**src/rtl/round_timer_ctrl.sv**
```systemverilog
// round_timer_ctrl: whack-a-mole round sequencer sitting downstream of sec_counter.
// The last-seconds warn output is only built when ROUND_WARN_EN is defined.
//
// state | meaning
// IDLE  | waiting for start, counter held clear and stopped
// ARM   | counter held clear and running until the synced count reads 0
// PLAY  | round running, counter enabled
// PAUSE | counter stopped, time_left frozen
// OVER  | round finished, waiting for start to re-arm

module round_timer_ctrl #(
    parameter int ROUND_LEN = 30,
    parameter int WARN_SECS = 5
) (
    input  logic       clk,
    input  logic       rst,
    input  logic       start,
    input  logic       pause_btn,
    input  logic [5:0] sec_in,
    output logic       sec_enable,
    output logic       sec_clear,
    output logic [5:0] time_left,
    output logic       sec_tick,
    output logic       playing,
    output logic       game_over,
    output logic       round_done,
    output logic       warn
);

    typedef enum logic [2:0] {
        ST_IDLE,
        ST_ARM,
        ST_PLAY,
        ST_PAUSE,
        ST_OVER
    } state_t;

    localparam logic [5:0] ROUND_LEN_V = 6'(ROUND_LEN);

    if (ROUND_LEN < 1 || ROUND_LEN > 63) begin : g_bad_round_len
        $error("round_timer_ctrl: ROUND_LEN must be in 1..63");
    end
    if (WARN_SECS < 0 || WARN_SECS > 63) begin : g_bad_warn_secs
        $error("round_timer_ctrl: WARN_SECS must be in 0..63");
    end

    state_t     state;
    state_t     state_nxt;
    logic [5:0] s1;
    logic [5:0] s2;
    logic [5:0] s3;
    logic [5:0] sec_stable;
    logic [5:0] time_left_nxt;
    logic       round_end;

    // sec_in crosses from clk_1hz; only accept a value seen on two consecutive samples
    always_ff @(posedge clk) begin
        if (rst) begin
            s1         <= '0;
            s2         <= '0;
            s3         <= '0;
            sec_stable <= '0;
            sec_tick   <= 1'b0;
        end else begin
            s1       <= sec_in;
            s2       <= s1;
            s3       <= s2;
            sec_tick <= (s2 == s3) && (s2 != sec_stable);
            if (s2 == s3) begin
                sec_stable <= s2;
            end
        end
    end

    assign round_end = (sec_stable >= ROUND_LEN_V);

    always_ff @(posedge clk) begin
        if (rst) begin
            state      <= ST_IDLE;
            time_left  <= ROUND_LEN_V;
            round_done <= 1'b0;
        end else begin
            state      <= state_nxt;
            time_left  <= time_left_nxt;
            round_done <= (state_nxt == ST_OVER) && (state != ST_OVER);
        end
    end

    always_comb begin
        state_nxt = state;
        case (state)
            ST_IDLE: begin
                if (start) begin
                    state_nxt = ST_ARM;
                end
            end
            ST_ARM: begin
                if (sec_stable == 6'd0) begin
                    state_nxt = ST_PLAY;
                end
            end
            ST_PLAY: begin
                if (round_end) begin
                    state_nxt = ST_OVER;
                end else if (pause_btn) begin
                    state_nxt = ST_PAUSE;
                end
            end
            ST_PAUSE: begin
                if (round_end) begin
                    state_nxt = ST_OVER;
                end else if (!pause_btn) begin
                    state_nxt = ST_PLAY;
                end
            end
            ST_OVER: begin
                if (start) begin
                    state_nxt = ST_ARM;
                end
            end
            default: state_nxt = ST_IDLE;
        endcase
    end

    // Computed against the next state so time_left lines up with the state register
    always_comb begin
        time_left_nxt = ROUND_LEN_V;
        if (state_nxt == ST_IDLE || state_nxt == ST_ARM) begin
            time_left_nxt = ROUND_LEN_V;
        end else if (round_end) begin
            time_left_nxt = 6'd0;
        end else begin
            time_left_nxt = ROUND_LEN_V - sec_stable;
        end
    end

    always_comb begin
        sec_clear  = 1'b0;
        sec_enable = 1'b0;
        playing    = 1'b0;
        game_over  = 1'b0;
        case (state)
            ST_IDLE: sec_clear = 1'b1;
            ST_ARM: begin
                sec_clear  = 1'b1;
                sec_enable = 1'b1;
            end
            ST_PLAY: begin
                sec_enable = 1'b1;
                playing    = 1'b1;
            end
            ST_PAUSE: sec_enable = 1'b0;
            ST_OVER:  game_over  = 1'b1;
            default:  sec_clear  = 1'b1;
        endcase
    end

`ifdef ROUND_WARN_EN
    localparam logic [5:0] WARN_V = 6'(WARN_SECS);

    logic warn_q;

    always_ff @(posedge clk) begin
        if (rst) begin
            warn_q <= 1'b0;
        end else begin
            warn_q <= (state_nxt == ST_PLAY || state_nxt == ST_PAUSE)
                      && (time_left_nxt != 6'd0) && (time_left_nxt <= WARN_V);
        end
    end

    assign warn = warn_q;
`else
    assign warn = 1'b0;
`endif

endmodule

```
**config.mk**
```make
export PLATFORM = sky130hd
export DESIGN_NAME = round_timer_ctrl
export DESIGN_NICKNAME = d
export VERILOG_FILES = /design/src/rtl/round_timer_ctrl.sv
export SDC_FILE = /design/constraint.sdc
export NUM_CORES = 1
export LEC_CHECK = 0
export ABC_AREA = 1
export CORE_MARGIN = 3
export CORE_UTILIZATION = 25
export CTS_CLUSTER_DIAMETER = 40
export DETAILED_ROUTE_END_ITERATION = 16
export GPL_TIMING_DRIVEN = 0
export PLACE_DENSITY = 0.52
export SLEW_MARGIN = 20
export SYNTH_ARGS = -nofsm -noshare
export SYNTH_HDL_FRONTEND = slang
export SYNTH_SLANG_ARGS = --single-unit
```
**constraint.sdc**
```tcl
create_clock -name clk -period 1.7 [get_ports clk]
set_input_delay 0.34 -clock clk [delete_from_list [all_inputs] [get_ports clk]]
set_output_delay 0.34 -clock clk [all_outputs]
set_load 0.01 [all_outputs]
```
Yosys cells after proc, flatten, opt, wreduce, memory -nomap -nowiden
Index checks and enable logic that the tools add are counted. W data, S select, Z words.

$lt $le $gt $ge: 1. Add/subtract/negate cells: 1. Equal/unequal tests: 9. Reductions and logical operators: 11. Muxes and demuxes: 12.

Operators with widths (number): $mux W3 (6); $pmux W3 S4 (1); $eq A3 B1 Y1 const B (2); $eq A3 B2 Y1 const B (2); $eq A3 B3 Y1 const B (2); $eq A6 B6 Y1 (1); $ge A6 B5 Y1 const B (1); $logic_not A3 Y1 (2); $logic_not A6 Y1 (1); $ne A6 B6 Y1 (1); $reduce_or A2 Y1 (3); $reduce_or A3 Y1 (2); $sub A5 B6 Y6 const A (1); $mux W5 (1); $mux W1 (4); $ne A3 B3 Y1 const B (1); $logic_and A1 B1 Y1 (2); $logic_or A1 B1 Y1 (1).

Flip-flop bits (word level): 35. Output and inout port bits: 13. Bits of input ports: 10. Logic and storage cells: 43.

Longest topological paths before layout
Gate-level depths: netlist of the first run.

Depth in word-level cells: 6. Gate-level depth with buffers: 10. Mapped depth without buffers: 10.

Least setup slack after synthesis of the first run
OpenSTA, ideal clock, no wires.

Path type: register to register. Start point: register sec_stable[0]. End point: register time_left[0]. Setup time: 115 ps. Cell stages (with the launch flop): 11. Period minus slack after synthesis: 1447 ps. Path buffers: 0. Data arrival time: 1332 ps. Setup slack: 253 ps. Required time: 1585 ps. Path through: dfxtp_1 inv_1 ha_1 nor2_1 o21bai_4 nand2_2 nand2_1 nand3_2 nand2_2 nand2_1 nor2_1.

Cells in the longest elaborated chain, start to end: 6. Elaborated cells between the ends (all ways): 11. Classes of those cells: add/sub (1); order compare (1); eq/ne (1); mux (4); reduce/logical (4).

RTL lines: from (decl) (RTL line 52) `logic [5:0] sec_stable;`; from (signal assigned) (RTL line 62) `sec_stable <= '0;`; from (signal assigned) (RTL line 70) `sec_stable <= s2;`; $ge A6 B5 Y1 or $logic_not A6 Y1 (tied branches) (RTL line 75, 98); $mux W3 (on tied branches) (RTL line 110, 103, 98); $pmux W3 S4 (RTL line 91) `case (state)`; $eq A3 B1 Y1 or $logic_not A3 Y1 (tied branches) (RTL line 128) `if (state_nxt == ST_IDLE || state_nxt == ST_ARM) begin`; $logic_or A1 B1 Y1 (RTL line 128); $reduce_or A3 Y1 (no line); to (signal assigned) (RTL line 84) `time_left <= time_left_nxt;`; to (decl) (RTL line 22) `output logic [5:0] time_left,`.

Several ways; a longest one is shown, not always the timed one. A chain may end at the register's enable or synchronous reset.

Final worst setup path of the first run
Start point: register state[1]. End point: output port sec_clear.

Cells in the longest elaborated chain, start to end: 3. Elaborated cells between the ends (all ways): 5. Classes of those cells: eq/ne (3); mux (1); reduce/logical (1).

RTL lines: from (decl) (RTL line 47) `state_t state;`; from (signal assigned) (RTL line 83) `state <= state_nxt;`; $eq A3 B3 Y1 or $eq A3 B2 Y1 (tied branches) (RTL line 142) `case (state)`; $reduce_or A3 Y1 (no line) (*); $mux W1 (*) (RTL line 142); to (decl) (RTL line 21) `output logic sec_clear,`.

Every way passes the cells marked *; elsewhere a longest branch is shown, timed or not.

==> results of run 1 <==
## sequential cells by signal, indices dropped and copies added (netlist names)
name	cells
round_done	1
s1	6
s2	6
s3	6
sec_stable	6
sec_tick	1
state	3
time_left	6
## area by class of cell
class                           instances  area (sq um)  area share
Sequential cell                        35           706       0.368
Multi-Input combinational cell        117           626       0.326
Timing Repair Buffer                   22           209       0.109
Inverter                               36           135      0.0705
Tap cell                               72          90.1      0.0470
Clock buffer                            6          82.6      0.0431
Clock inverter                          2          35.0      0.0183
Buffer                                  5          33.8      0.0176
## power groups by stage
stage,combinational [mW],sequential [mW],clock (mW)
floorplan,0.227,0.922,0
global placement,0.335,0.924,0
detailed placement,0.336,0.925,0
CTS,0.342,0.908,0.797
global route,0.386,0.919,0.833
finish,0.336,0.911,0.766
## cells by family after synthesis
| family | after synthesis | share of synthesized area |
|---|---|---|
| buf+inv | 41 | 0.115 |
| flops | 35 | 0.475 |
| other cells | 1 | 0.00254 |
| fa+ha+maj | 3 | 0.0254 |
| xor+xnor | 8 | 0.0475 |
| compound gates | 11 | 0.0560 |
| simple gates | 94 | 0.279 |
## path summary, 6_finish.rpt
kind	cells past startpoint	to	startpoint	slack (ns)
max	5	sec_clear	state[1]	0.12
min	2	s2[5]	s1[5]	0.40
max reg2reg	10	time_left[0]	sec_stable[0]	0.17
min reg2reg	2	s2[5]	s1[5]	0.40
## layer usage
layer / GRT usage / share of wire / routed length [microns]
met1: 0.101 / 0.48 / 1240
met2: 0.130 / 0.43 / 1110
met3: 0.0317 / 0.056 / 144
met4: 0.0490 / 0.025 / 64
met5: 0 / 0 / 0
## what timing repair did
action / in CTS / in global routing
setup endpoints to repair: 6 / 5
gates resized for setup: 11 / 6
pin swaps: 1 / 0
setup buffers: 1 / 0
## worst reg2reg max path: stages, from the launching register on
cell and delay [ns]:
dfxtp_2 0.37, inv_1 0.10, ha_1 0.22, nor2_2 0.19
o21bai_4 0.12, nand2_2 0.08, nand2_1 0.06, nand3_2 0.07
nand2_2 0.08, nand2_1 0.09, nor2_1 0.05
## stage by stage
stage          setup TNS, ns  instances   util  power, mW
2_1_floorplan              0        193      -       1.15
3_3_place_gp          -0.104        286  0.317       1.26
3_5_place_dp          -0.103        286  0.317       1.26
4_1_cts                    0        295  0.341       2.05
5_1_grt                    0        295  0.342       2.14
6_report                   0        295  0.342       2.01
## placed cells by master (no fill, tap or decap), types with 2 or more instances in the layout
| cell | count |
|---|---|
| a21oi_2 | 2 |
| buf_4 | 3 |
| clkbuf_1 | 2 |
| clkbuf_8 | 6 |
| clkdlybuf4s50_1 | 17 |
| dfxtp_1 | 31 |
| dfxtp_2 | 4 |
| dlygate4sd2_1 | 3 |
| ha_1 | 3 |
| inv_1 | 35 |
| nand2_1 | 32 |
| nand2_2 | 2 |
| nand3_1 | 2 |
| nand3_2 | 3 |
| nor2_1 | 40 |
| nor2_2 | 3 |
| nor3_1 | 2 |
| nor3_2 | 3 |
| o21ai_1 | 4 |
| or2_1 | 2 |
| or2_2 | 2 |
| xor2_1 | 8 |
==> impl_metrics.yaml, run 1 <==
placement:
  dpl_cell_area_sq_um: 1780
  gp_congestion: 0.791
  place_ws_ns: -0.0969
  place_hpwl_microns: 1910
  io_buffers: 21
synth:
  ys_warn_count: 0
  syn_nets: 206
  netlist_area_sq_um: 1480
  synth_top_area_frac: 0.475
  synth_most_common_cell: "nor2_1"
  synth-seq-cells: 35
  ys_seq_area_frac: 0.475
  synthFlopType: "dfxtp_1"
  ys_types: 26
  synth-edff-count: 0
  ys_async_sr_fraction: 0
  synthTopCellsByArea: "dfxtp_1 47%, nor2_1 11%, inv_1 9.2%"
  syn-instance-count: 193
  yosys-top-cells-count: "44 x nor2_1, 36 x inv_1, 35 x dfxtp_1"
  syn_avg_cell_area_sq_um: 7.64
  yosys.area.top_type: "dfxtp_1"
clocking:
  clk_latency_ns: 0.28
  cts_tree: "built"
  ctsHoldBuffers: 0
  path_clk_slew_ns: 0.07
  clk_path_buf_depth: 2
  cts_sinks: 35
  cts_buffers: 5
  root_buffer: "clkbuf_8"
  htree_num_levels: 2
pwr:
  p_comb_frac: 0.167
  switching_power_mw: 0.513
  clockPowerShare: 0.381
  p_leak_nw: 0.925
  seq_power_share: 0.452
  p_per_area_nw_per_um2: 1050
  internal_power_mw: 1.50
  swShare: 0.255
  peakVddDrop_v: 0.000450
global_route:
  grt_pass1_wl_microns: 4670
  grtUsageTotal: 0.0848
  grt_max_degree: 12
  overflow: 0
  grt_pass1_vias: 1065
  grt_antenna_before_repair: 0
cells_and_area:
  fin_nets: 235
  final_layout_size_suffix_gt1_frac: 0.157
  diodes: 0
  n_fill_cell: 617
  stdcell_area_sq_um: 1920
  area_growth_pct: 29.9
timing:
  rsz0062_at_grt: "false"
  fmax_mhz: 631
  fin_crit_sh: 0.932
  finalCriticalPeriod_ns: 1.58
  worst_slack_ns: 0.116
  finalHoldViolCount: 0
  setup_violations: 0
  fin_hold_ws_ns: 0.404
  fin_worst_skew_ns: 0.00613
  slew_violations: 0
worst_setup_path:
  cp-start-kind: "flip-flop"
  critical_path_peak_fanout: 4
  crit_chain: "inv_2, nor2_4, buf_4, nor2_1, dlygate4sd2_1"
  end_kind: "output pin"
  path_buf_inv: 3
  worstSetupPathType: "reg -> out"
  critPathArrivalTime_ns: 1.24
  cp.required_ns: 1.36
  critPathSlowestCell: "dfxtp_2"
  critPathTopFamily: "buffers and inverters"
  crit_path_max_incr_delay_ns: 0.36
drt:
  drtIter0Drc: 35
  firstDrtPassIters: 4
  vias: 1142
  drc: 0
  wl_microns: 2560
  vias_per_cell: 3.87
  ant_nets: 0
  wl_per_cell_microns: 8.66
run_status:
  outcome: "finished clean"
floorplan:
  initial_utilization: 0.263
  pin_count: 23
  rows: 27
  die_area_sq_um: 6860
  die_h_microns: 82.8
  core_sq_um: 5610
  die-width_microns: 82.8
run:
  maxCapViolations: 0
min_path:
  hold_class: "reg -> reg"
Power figures use the tool's default switching activity.
==> inputs of run 2 (changes only) <==
clock period = 2 ns   (was 1.7 ns; I/O delays follow)
==> run 2 against run 1 <==
Register-to-register slack improved by 0.16 ns. First-iteration DRC count grew 11%. Utilization is 0.16 points higher. Sequential power shrank 15%. Global-route usage did not move. Sequential share of layout area is 0.30 points lower. Sequential cell count unchanged. Cell count unchanged. Setup slack better by 0.037 ns. Count of clock-buffer cells in the layout unchanged.
==> impl_metrics.yaml, run 2 (synthesized netlist as in run 1, its figures left out) <==
clocking:
  root_buffer: "clkbuf_8"
  cts_buffers: 5
  clk_path_buf_depth: 2
  clk_latency_ns: 0.28
  ctsHoldBuffers: 0
  path_clk_slew_ns: 0.07
  cts_sinks: 35
  htree_num_levels: 2
  cts_tree: "built"
global_route:
  grt_pass1_wl_microns: 4670
  grt_antenna_before_repair: 0
  grtUsageTotal: 0.0848
  grt_pass1_vias: 1065
  grt_max_degree: 12
  overflow: 0
timing:
  fin_worst_skew_ns: 0.00623
  finalHoldViolCount: 0
  fmax_mhz: 541
  setup-tns-final_ns: 0
  fin_hold_ws_ns: 0.404
  fin_crit_sh: 0.924
  worst_slack_ns: 0.153
  slew_violations: 0
  finalCriticalPeriod_ns: 1.85
  setup_violations: 0
  rsz0062_at_grt: "false"
run_status:
  outcome: "finished clean"
worst_setup_path:
  cp-start-kind: "flip-flop"
  critPathArrivalTime_ns: 1.45
  cp.required_ns: 1.60
  rr_endpoint: "time_left[0]"
  r2r-start: "sec_stable[0]"
  critical_path_peak_fanout: 3
  end_kind: "output pin"
  worstSetupPathType: "reg -> out"
  ff2ff_setup_slack_ns: 0.33
  reg2reg_depth: 10
cells_and_area:
  fin_nets: 235
  layout_common_cells: "42 x nor2_1, 36 x inv_1, 33 x dfxtp_1"
  area_growth_pct: 30.5
  final_common_cell: "nor2_1"
  diodes: 0
  multi_input_area_sq_um: 621
  n_fill_cell: 614
  final_layout_size_suffix_gt1_frac: 0.130
  final-seq-area_sq_um: 703
drt:
  vias_per_cell: 3.87
  drtIter0Drc: 39
  vias: 1142
  firstDrtPassIters: 4
  wl_per_cell_microns: 8.72
  ant_nets: 0
  wl_microns: 2570
  drc: 0
floorplan:
  die-width_microns: 82.8
  pin_count: 23
  die_area_sq_um: 6860
  core_sq_um: 5610
  die_h_microns: 82.8
  rows: 27
  initial_utilization: 0.263
run:
  maxCapViolations: 0
placement:
  io_buffers: 21
  place_hpwl_microns: 1910
  gp_congestion: 0.791
  place_ws_ns: 0.143
min_path:
  hp-start: "s1[5]"
  holdPathEnd: "s2[5]"
  min_path_cells: 2
  hold_class: "reg -> reg"
pwr:
  p_per_area_nw_per_um2: 890
  total_power_mw: 1.71
  p_leak_nw: 0.948
  peakVddDrop_v: 0.000382
-- run 2: how the worst max path moves through the flow --
stage          slack [ns]           end          start
2_1_floorplan        0.55  time_left[0]  sec_stable[0]
3_5_place_dp         0.14    sec_enable       state[1]
5_1_grt              0.08       playing       state[1]
6_report             0.15       playing       state[1]
3_3_place_gp         0.14    sec_enable       state[1]
4_1_cts              0.01    sec_enable       state[1]
-- run 2: critical path, cell delays in order (launching register included) --
cell             delay, ns
dfxtp_2               0.35
inv_1                 0.07
nor2_4                0.11
nand2_1               0.05
inv_1                 0.06
clkdlybuf4s50_1       0.52
-- run 2: layout make-up --
type	count	area share
repair buffers	22	0.117
inverters	36	0.0702
well taps	72	0.0468
multi-input cells	117	0.322
flip-flops and latches	35	0.365
clock buffers	6	0.0429
clock inverters	2	0.0182
plain buffers	5	0.0175
-- run 2: metal layers --
| layer | vias to the layer above | wire length (microns) | global-route usage |
|---|---|---|---|
| met1 | 486 | 1250 | 0.101 |
| met3 | 7 | 143 | 0.0317 |
| met2 | 25 | 1110 | 0.130 |
| met4 | 0 | 64 | 0.0490 |
| li1 | 624 | - | - |
| met5 | - | 0 | 0 |
-- run 2: repair_timing --
item	in CTS	in global routing
setup endpoints to repair	2	3
pin swaps	1	0
cloned	0	0
buffers inserted	1	0
gates resized for setup	4	5
-- run 2: report_power, final --
group          internal [mW]  leakage [nW]  total [mW]  switching [mW]
Clock                  0.403        0.0612       0.651           0.248
Combinational          0.135         0.599       0.289           0.155
Sequential             0.741         0.288       0.773          0.0318
Total                   1.28         0.948        1.71           0.435
-- run 2: through the flow --
step                      instance area (sq um)  cells   util
final                                      1930    295  0.343
after floorplan                            1480    193      -
after CTS                                  1910    295  0.341
after detailed placement                   1780    286  0.317
after global routing                       1930    295  0.343
after global placement                     1780    286  0.317
